==> src/rtl/merge_stream_ctrl.sv <==
// -----------------------------------------------------------------------------
// merge_stream_ctrl
//
// Sequences an external odd-even merge network that combines two sorted
// N-word runs into one sorted 2N-word run. A run pair is accepted over a
// valid/ready handshake and held on the network inputs for SETTLE cycles
// (legal range 1..15). The network result is then captured and streamed out
// one word per beat, smallest (word 0) first, under valid/ready backpressure.
// Only one transaction is ever in flight.
//
// Optional feature (compile-time macro MERGE_SORT_CHECK_EN):
//   When defined, err is set at each accepted handshake if either input run
//   is not non-decreasing (unsigned), and cleared otherwise. Data is merged
//   and emitted regardless. When undefined, err is tied to 0.
//
// Ports:
//   clk        in   rising-edge clock
//   rst        in   asynchronous active-high reset
//   in_valid   in   run pair on in_a/in_b is valid
//   in_ready   out  controller is idle and can accept a run pair
//   in_a/in_b  in   sorted runs, N words of WIDTH bits, word 0 in the LSBs
//   mrg_a/b    out  merge network inputs (registered copies of in_a/in_b)
//   mrg_c      in   merge network result, 2N words, word 0 in the LSBs
//   out_valid  out  out_data holds a valid merged word
//   out_ready  in   downstream accepts the current word
//   out_data   out  current merged word
//   out_last   out  current word is word 2N-1
//   busy       out  controller is not idle
//   err        out  input order violation (optional feature)
// -----------------------------------------------------------------------------
module merge_stream_ctrl #(
  parameter int WIDTH  = 3,
  parameter int N      = 4,
  parameter int SETTLE = 1
) (
  input  logic                   clk,
  input  logic                   rst,
  input  logic                   in_valid,
  output logic                   in_ready,
  input  logic [N*WIDTH-1:0]     in_a,
  input  logic [N*WIDTH-1:0]     in_b,
  output logic [N*WIDTH-1:0]     mrg_a,
  output logic [N*WIDTH-1:0]     mrg_b,
  input  logic [2*N*WIDTH-1:0]   mrg_c,
  output logic                   out_valid,
  input  logic                   out_ready,
  output logic [WIDTH-1:0]       out_data,
  output logic                   out_last,
  output logic                   busy,
  output logic                   err
);

  localparam int                IDX_W    = $clog2(2 * N);
  localparam logic [IDX_W-1:0]  LAST_IDX = IDX_W'(2 * N - 1);
  localparam logic [3:0]        CNT_INIT = 4'(SETTLE - 1);

  typedef enum logic [1:0] {
    IDLE = 2'd0,
    WAIT = 2'd1,
    EMIT = 2'd2
  } state_t;

  state_t                  state_q;
  logic [N*WIDTH-1:0]      rega_q;
  logic [N*WIDTH-1:0]      regb_q;
  logic [2*N*WIDTH-1:0]    outbuf_q;
  logic [IDX_W-1:0]        idx_q;
  logic [3:0]              cnt_q;

  // Gating with rst keeps in_ready low for the whole reset pulse, not just
  // until the state register settles.
  assign in_ready = (state_q == IDLE) & ~rst;
  assign busy     = (state_q != IDLE);

  // The network sees the captured runs continuously; they only change at an
  // accepted handshake, so they are stable for the full settle window.
  assign mrg_a = rega_q;
  assign mrg_b = regb_q;

  // Stream outputs decode purely from registers: no path from out_ready,
  // so a stalled word stays stable until it is taken.
  assign out_valid = (state_q == EMIT);
  assign out_data  = out_valid ? outbuf_q[idx_q*WIDTH +: WIDTH] : '0;
  assign out_last  = out_valid & (idx_q == LAST_IDX);

  // NOTE: sequential state is written with non-blocking assignments so every
  // register samples the pre-edge values of the others; blocking here would
  // make the result depend on statement order.
  // NOTE: outbuf is a plain register bank (not a RAM), so clearing it in reset
  // is cheap and guarantees out_data reads 0 out of reset.
  always_ff @(posedge clk or posedge rst) begin
    if (rst) begin
      state_q  <= IDLE;
      rega_q   <= '0;
      regb_q   <= '0;
      outbuf_q <= '0;
      idx_q    <= '0;
      cnt_q    <= '0;
    end else begin
      case (state_q)
        IDLE: begin
          if (in_valid) begin
            rega_q  <= in_a;
            regb_q  <= in_b;
            cnt_q   <= CNT_INIT;
            state_q <= WAIT;
          end
        end
        WAIT: begin
          // Counts SETTLE-1 down to 0, so WAIT lasts exactly SETTLE cycles.
          if (cnt_q == 4'd0) begin
            outbuf_q <= mrg_c;
            idx_q    <= '0;
            state_q  <= EMIT;
          end else begin
            cnt_q <= cnt_q - 4'd1;
          end
        end
        EMIT: begin
          if (out_ready) begin
            if (idx_q == LAST_IDX) begin
              state_q <= IDLE;
            end else begin
              idx_q <= idx_q + 1'b1;
            end
          end
        end
        default: state_q <= IDLE;
      endcase
    end
  end

`ifdef MERGE_SORT_CHECK_EN
  logic err_q;
  logic sort_bad_d;

  // NOTE: every variable written in always_comb gets a default first so no
  // path leaves it unassigned, which would infer a latch.
  always_comb begin
    sort_bad_d = 1'b0;
    for (int k = 0; k < N - 1; k++) begin
      if (in_a[(k+1)*WIDTH +: WIDTH] < in_a[k*WIDTH +: WIDTH]) sort_bad_d = 1'b1;
      if (in_b[(k+1)*WIDTH +: WIDTH] < in_b[k*WIDTH +: WIDTH]) sort_bad_d = 1'b1;
    end
  end

  // Updated only at an accepted handshake; holds through the transaction.
  always_ff @(posedge clk or posedge rst) begin
    if (rst) begin
      err_q <= 1'b0;
    end else if (in_valid && state_q == IDLE) begin
      err_q <= sort_bad_d;
    end
  end

  assign err = err_q;
`else
  assign err = 1'b0;
`endif

endmodule

==> config.mk <==
export PLATFORM = sky130hd
export DESIGN_NAME = merge_stream_ctrl
export DESIGN_NICKNAME = d
export VERILOG_FILES = /design/src/rtl/merge_stream_ctrl.sv
export SDC_FILE = /design/constraint.sdc
export NUM_CORES = 1
export LEC_CHECK = 0
export CAP_MARGIN = 15
export CORE_MARGIN = 5
export CORE_UTILIZATION = 40
export DETAILED_ROUTE_END_ITERATION = 6
export GPL_ROUTABILITY_DRIVEN = 0
export GPL_TIMING_DRIVEN = 0
export PLACE_DENSITY = 0.71
export SLEW_MARGIN = 20
export SYNTH_ARGS = -nofsm -noshare
export SYNTH_HDL_FRONTEND = slang
export SYNTH_SLANG_ARGS = --single-unit
==> constraint.sdc <==
create_clock -name clk -period 2.29 [get_ports clk]
set_input_delay 0.458 -clock clk [delete_from_list [all_inputs] [get_ports clk]]
set_output_delay 0.458 -clock clk [all_outputs]
set_load 0.02 [all_outputs]
# ---- After elaboration in Yosys (flattened, before gate mapping)
# Cells that the tools add are included.
dict set report word_totals {
  input_bits 52
  out_inout_bits 32
  elab_cells 45
  reg_bits 57
}
dict set report classes {
  bitwise_logic 3
  reduce_logical 10
  n_shift 1
  n_mul 1
  mux 13
  n_addsub 2
  n_eq_ne 9
}
# operator count
set ops {}
lappend ops {{$shiftx A24 B6 Y3} 1}
lappend ops {{$mux W3} 4}
lappend ops {{$mux W2} 4}
lappend ops {{$mux W4} 2}
lappend ops {{$ne A2 B2 Y1 const B} 4}
lappend ops {{$pmux W4 S2} 1}
lappend ops {{$reduce_and A4 Y1} 2}
lappend ops {{$pmux W2 S3} 1}
lappend ops {{$pmux W3 S2} 1}
lappend ops {{$reduce_bool A2 Y1} 3}
lappend ops {{$mul A3 B2 Y5 const B} 1}
lappend ops {{$logic_not A4 Y1} 1}
lappend ops {{$ne A2 B1 Y1 const B} 2}
lappend ops {{$reduce_and A2 Y1} 2}
lappend ops {{$sub A4 B1 Y4 const B} 1}
lappend ops {{$add A3 B1 Y3 const B} 1}
lappend ops {{$eq A3 B3 Y1 const B} 1}
lappend ops {{$reduce_and A3 Y1} 1}
lappend ops {{$and A1 B1 Y1} 2}
lappend ops {{$eq A2 B1 Y1 const B} 1}
lappend ops {{$eq A2 B2 Y1 const B} 1}
lappend ops {{$logic_not A2 Y1} 1}
lappend ops {{$not A1 Y1} 1}

# ---- Logic depth before layout (Yosys ltp)
dict set report depth {
  word_depth 4
  depth_mapped 5
  mapped_depth_nobuf 5
}

# ---- Worst setup path before layout
# OpenSTA, ideal clock, no wires.
dict set report synth_path {
  path_type {reg-to-output}
  start {reg state_q[1]}
  end {out out_data[0]}
  t_required_ps 1832
  arrival_time_ps 1387
  stages_incl_launch_ff 4
  slack_ps 445
  n_path_buf 1
  path_cell_list {dfrtp_1 -> buf_2 -> nor2b_1 -> and4_1}
}
dict set report synth_via {
  elab_chain_len 2
}
# element line
set synth_lines {}
lappend synth_lines {{start, declared} 63} ;# state_t state_q;
lappend synth_lines {{start signal, assigned} 93} ;# state_q <= IDLE;
lappend synth_lines {{start signal, assigned} 106} ;# state_q <= WAIT;
lappend synth_lines {{start signal, assigned} 114} ;# state_q <= EMIT;
lappend synth_lines {{$eq A2 B2 Y1} 82} ;# assign out_valid = (state_q == EMIT);
lappend synth_lines {{net out_valid} 45} ;# output logic out_valid,
lappend synth_lines {{$mux W3} 83} ;# assign out_data = out_valid ? outbuf_q[idx_q*WIDTH +: WIDTH] : '0;
lappend synth_lines {{end, declared} 47} ;# output logic [WIDTH-1:0] out_data,
# The timed path passes the listed nets, and every way through them passes these cells.

# ---- Worst setup path in the final report
dict set report layout_path {
  start {reg state_q[0]}
  end {out busy}
}
dict set report layout_via {
  elab_chain_len 1
}
# element line
set layout_lines {}
lappend layout_lines {{$reduce_bool A2 Y1} 73} ;# assign busy = (state_q != IDLE);
lappend layout_lines {{end, declared} 49} ;# output logic busy,
# No other way between the ends.

==> impl_metrics.yaml <==
outcome:
  status: "finished clean"
logic_synthesis:
  synth-edff-count: 0
  yosysUniqueCellTypes: 32
  ys_seq_area_share_pct: 55.4
  yosys_warnings: 0
  syn-mean-instance-area_um2: 13.3
  syn_area_um2: 2570
  synthFlopType: "dfrtp_1"
  syn-num-nets: 249
  synth_async_sr_flop_share_pct: 100
  ys_seq_elements: 57
  synthCells: 194
floorplanning:
  die_y_um: 90.2
  fp.dieW_um: 90.2
  coreArea_um2: 6310
  row_count: 29
  ioPinCount: 84
  dieArea_um2: 8140
  initial_utilization_pct: 40.8
final_layout:
  post-route-util_pct: 59.5
  fin_nets: 343
  drive_gt1_share_pct: 28.7
  final_common_cell: "clkdlybuf4s50_1"
  area_growth_pct: 45.9
  antenna-diode-count: 0
  layout_common_cells: "76 x clkdlybuf4s50_1, 57 x dfrtp_1, 47 x mux2_2, 13 x mux2i_1, 11 x clkbuf_8"
critical_path:
  worstPathRequired_ns: 1.83
  critPathLaunch: "state_q[0]"
  cp-start-kind: "flop"
  cp_slowest_cell: "clkdlybuf4s50_1"
  worstSetupPathType: "reg -> out"
  arrival_ns: 1.73
  crit_chain: "buf_6 -> or2_2 -> clkdlybuf4s50_1"
  crit_path_max_incr_delay_ns: 0.56
  crit_fanout: 8
  end_kind: "output port"
  timing.rr.start: "cnt_q[0]"
power:
  irDropWorstVdd_mv: 0.648
  combinationalPowerShare_pct: 45.8
  total_power_mw: 5.28
  leakage_nw: 1.60
  internal_power_mw: 3.51
  p_seq_share_pct: 34.0
  switching_share_pct: 33.6
  power.density_nw_per_um2: 1410
  p_switching_mw: 1.77
  pwr-share-clk_pct: 20.2
sta:
  setup_viol: 0
  min_period_ns: 2.19
  max_slew_margin_pct: 64.5
  finalCritPeriodShare_pct: 95.4
  hold_violations: 0
  fmax_mhz: 458
  rsz0062_at_grt: "no"
  finalClockSkew_ns: 0.00503
  maxSlewViolCount: 0
  worst_slew_pin_slew_ns: 0.531
global_route:
  grt_pass1_wl_mm: 9.38
  grt_use_total_pct: 14.4
  grt_start_max_net_pins: 33
  antenna_found_initial: 0
  first_global_vias: 1938
  grt-ovfl-total: 0
drt:
  viasPerCell: 4.83
  dr.first_iter.drc_count: 46
  drt-wirelength-per-cell_um: 15.0
  drc: 0
  via_count: 1786
  wl_mm: 5.53
  ant_nets: 0
  dr.pass1.iters: 4
clock_network:
  cts_tree: "built"
  numCtsBuffers: 9
  clockRootBuffer: "clkbuf_8"
  clock-sinks: 57
  clk_pin_slew_ns: 0.06
  clk_latency_ns: 0.33
  clockBufferDepth: 2
  cts_max_level: 3
worst_hold_path:
  hold_path.class: "in -> async"
placed_design:
  hpwl_mm: 4.13
  port_buffers: 82
run:
  max_cap_violations: 0
-- timing repair --
action                                  4_1_cts  5_1_grt
pin swaps                                     0        0
endpoints found under the setup margin        6        4
resized for setup                            16        6
hold buffers                                  0        0
setup buffers                                 0        0
hold endpoints to repair                      0        0
-- synthesized netlist by cell type (3+ instances only) --
master | n | share of area [%]
dfrtp_1 | 57 | 55
buf_2 | 6 | 1.2
o21ai_0 | 4 | 0.78
and4_1 | 3 | 1.0
nand2_1 | 9 | 1.3
nand3_1 | 3 | 0.58
buf_4 | 3 | 0.87
nor3b_1 | 3 | 0.87
a21oi_1 | 4 | 0.78
mux2i_1 | 14 | 5.4
nor2b_1 | 5 | 1.2
nor2_1 | 8 | 1.2
a22oi_1 | 3 | 0.87
inv_1 | 6 | 0.87
mux2_2 | 47 | 21
ha_1 | 3 | 1.5
-- per-stage QoR --
stage                     std cells  worst slack (ns)  area (µm²)  TNS [ns]  hold slack [ns]
after floorplan                 194             0.432        2570         0            0.464
after global placement          353            -0.731        3490    -41.84            0.476
after detailed placement        354            -0.127        3510    -0.284            0.487
after CTS                       370           0.00286        3760         0            0.477
after global routing            370            0.0277        3760         0            0.495
final                           370             0.104        3760         0            0.475
-- power by group through the flow --
stage	logic [mW]	registers, mW	clock network, mW
after global placement	2.39	1.79	0
after CTS	2.45	1.79	1.09
final	2.42	1.79	1.07
after global routing	2.61	1.87	1.15
after detailed placement	2.43	1.81	0
after floorplan	1.30	2.02	0
-- critical path, delay by kind of cell, from the launching register on --
| family | cells | cell delay (ns) |
|---|---|---|
| buffers and inverters | 2 | 0.70 |
| and+or+nand+nor | 1 | 0.33 |
| DFF | 1 | 0.37 |
-- worst paths after layout --
| check | slack (ns) | cells past startpoint | to |
|---|---|---|---|
| setup reg to reg | 0.47 | 5 | idx_q[1] |
| setup / recovery | 0.10 | 3 | busy |
| max in group asynchronous | 1.34 | 3 | outbuf_q[16] |
| min in group clk | 0.50 | 1 | outbuf_q[2] |
| hold / removal | 0.48 | 2 | mrg_b[1] |
| hold reg to reg | 0.50 | 1 | outbuf_q[2] |
-- layout make-up --
class | count | area (µm²)
fillers | 561 | 2560
flip-flops and latches | 57 | 1430
multi-input cells | 121 | 1070
repair buffers | 83 | 826
clock buffers | 11 | 151
well taps | 77 | 96.3
plain buffers | 10 | 81.3
clock inverters | 5 | 77.6
inverters | 6 | 25.0
-- layer usage --
metal  track usage [%]  up-vias  wire length (µm)
met4              6.70        0               148
met1              17.9      866              2430
met5                 0        -                 0
li1                  -      869                 -
met2              22.1       40              2680
met3              5.26       11               279
-- cells by family (layout without fill, tap and decap cells) --
group	count (synthesis)	after routing	share of synthesized area, %
AND/OR/NAND/NOR	40	40	9.62
other	1	1	0.146
buffers and inverters	16	115	3.35
flip-flops	57	57	55.4
adder cells (fa/ha/maj)	3	3	1.46
multiplexers	62	62	26.4
AO/OA/AOI/OAI	15	15	3.60
-- sequential cells by signal, summed over array words and instances (netlist names) --
register and count:
state_q 2, cnt_q 4, mrg_a 12, idx_q 3, outbuf_q 24, mrg_b 12
Note: power is estimated with default switching activity, not from simulation.
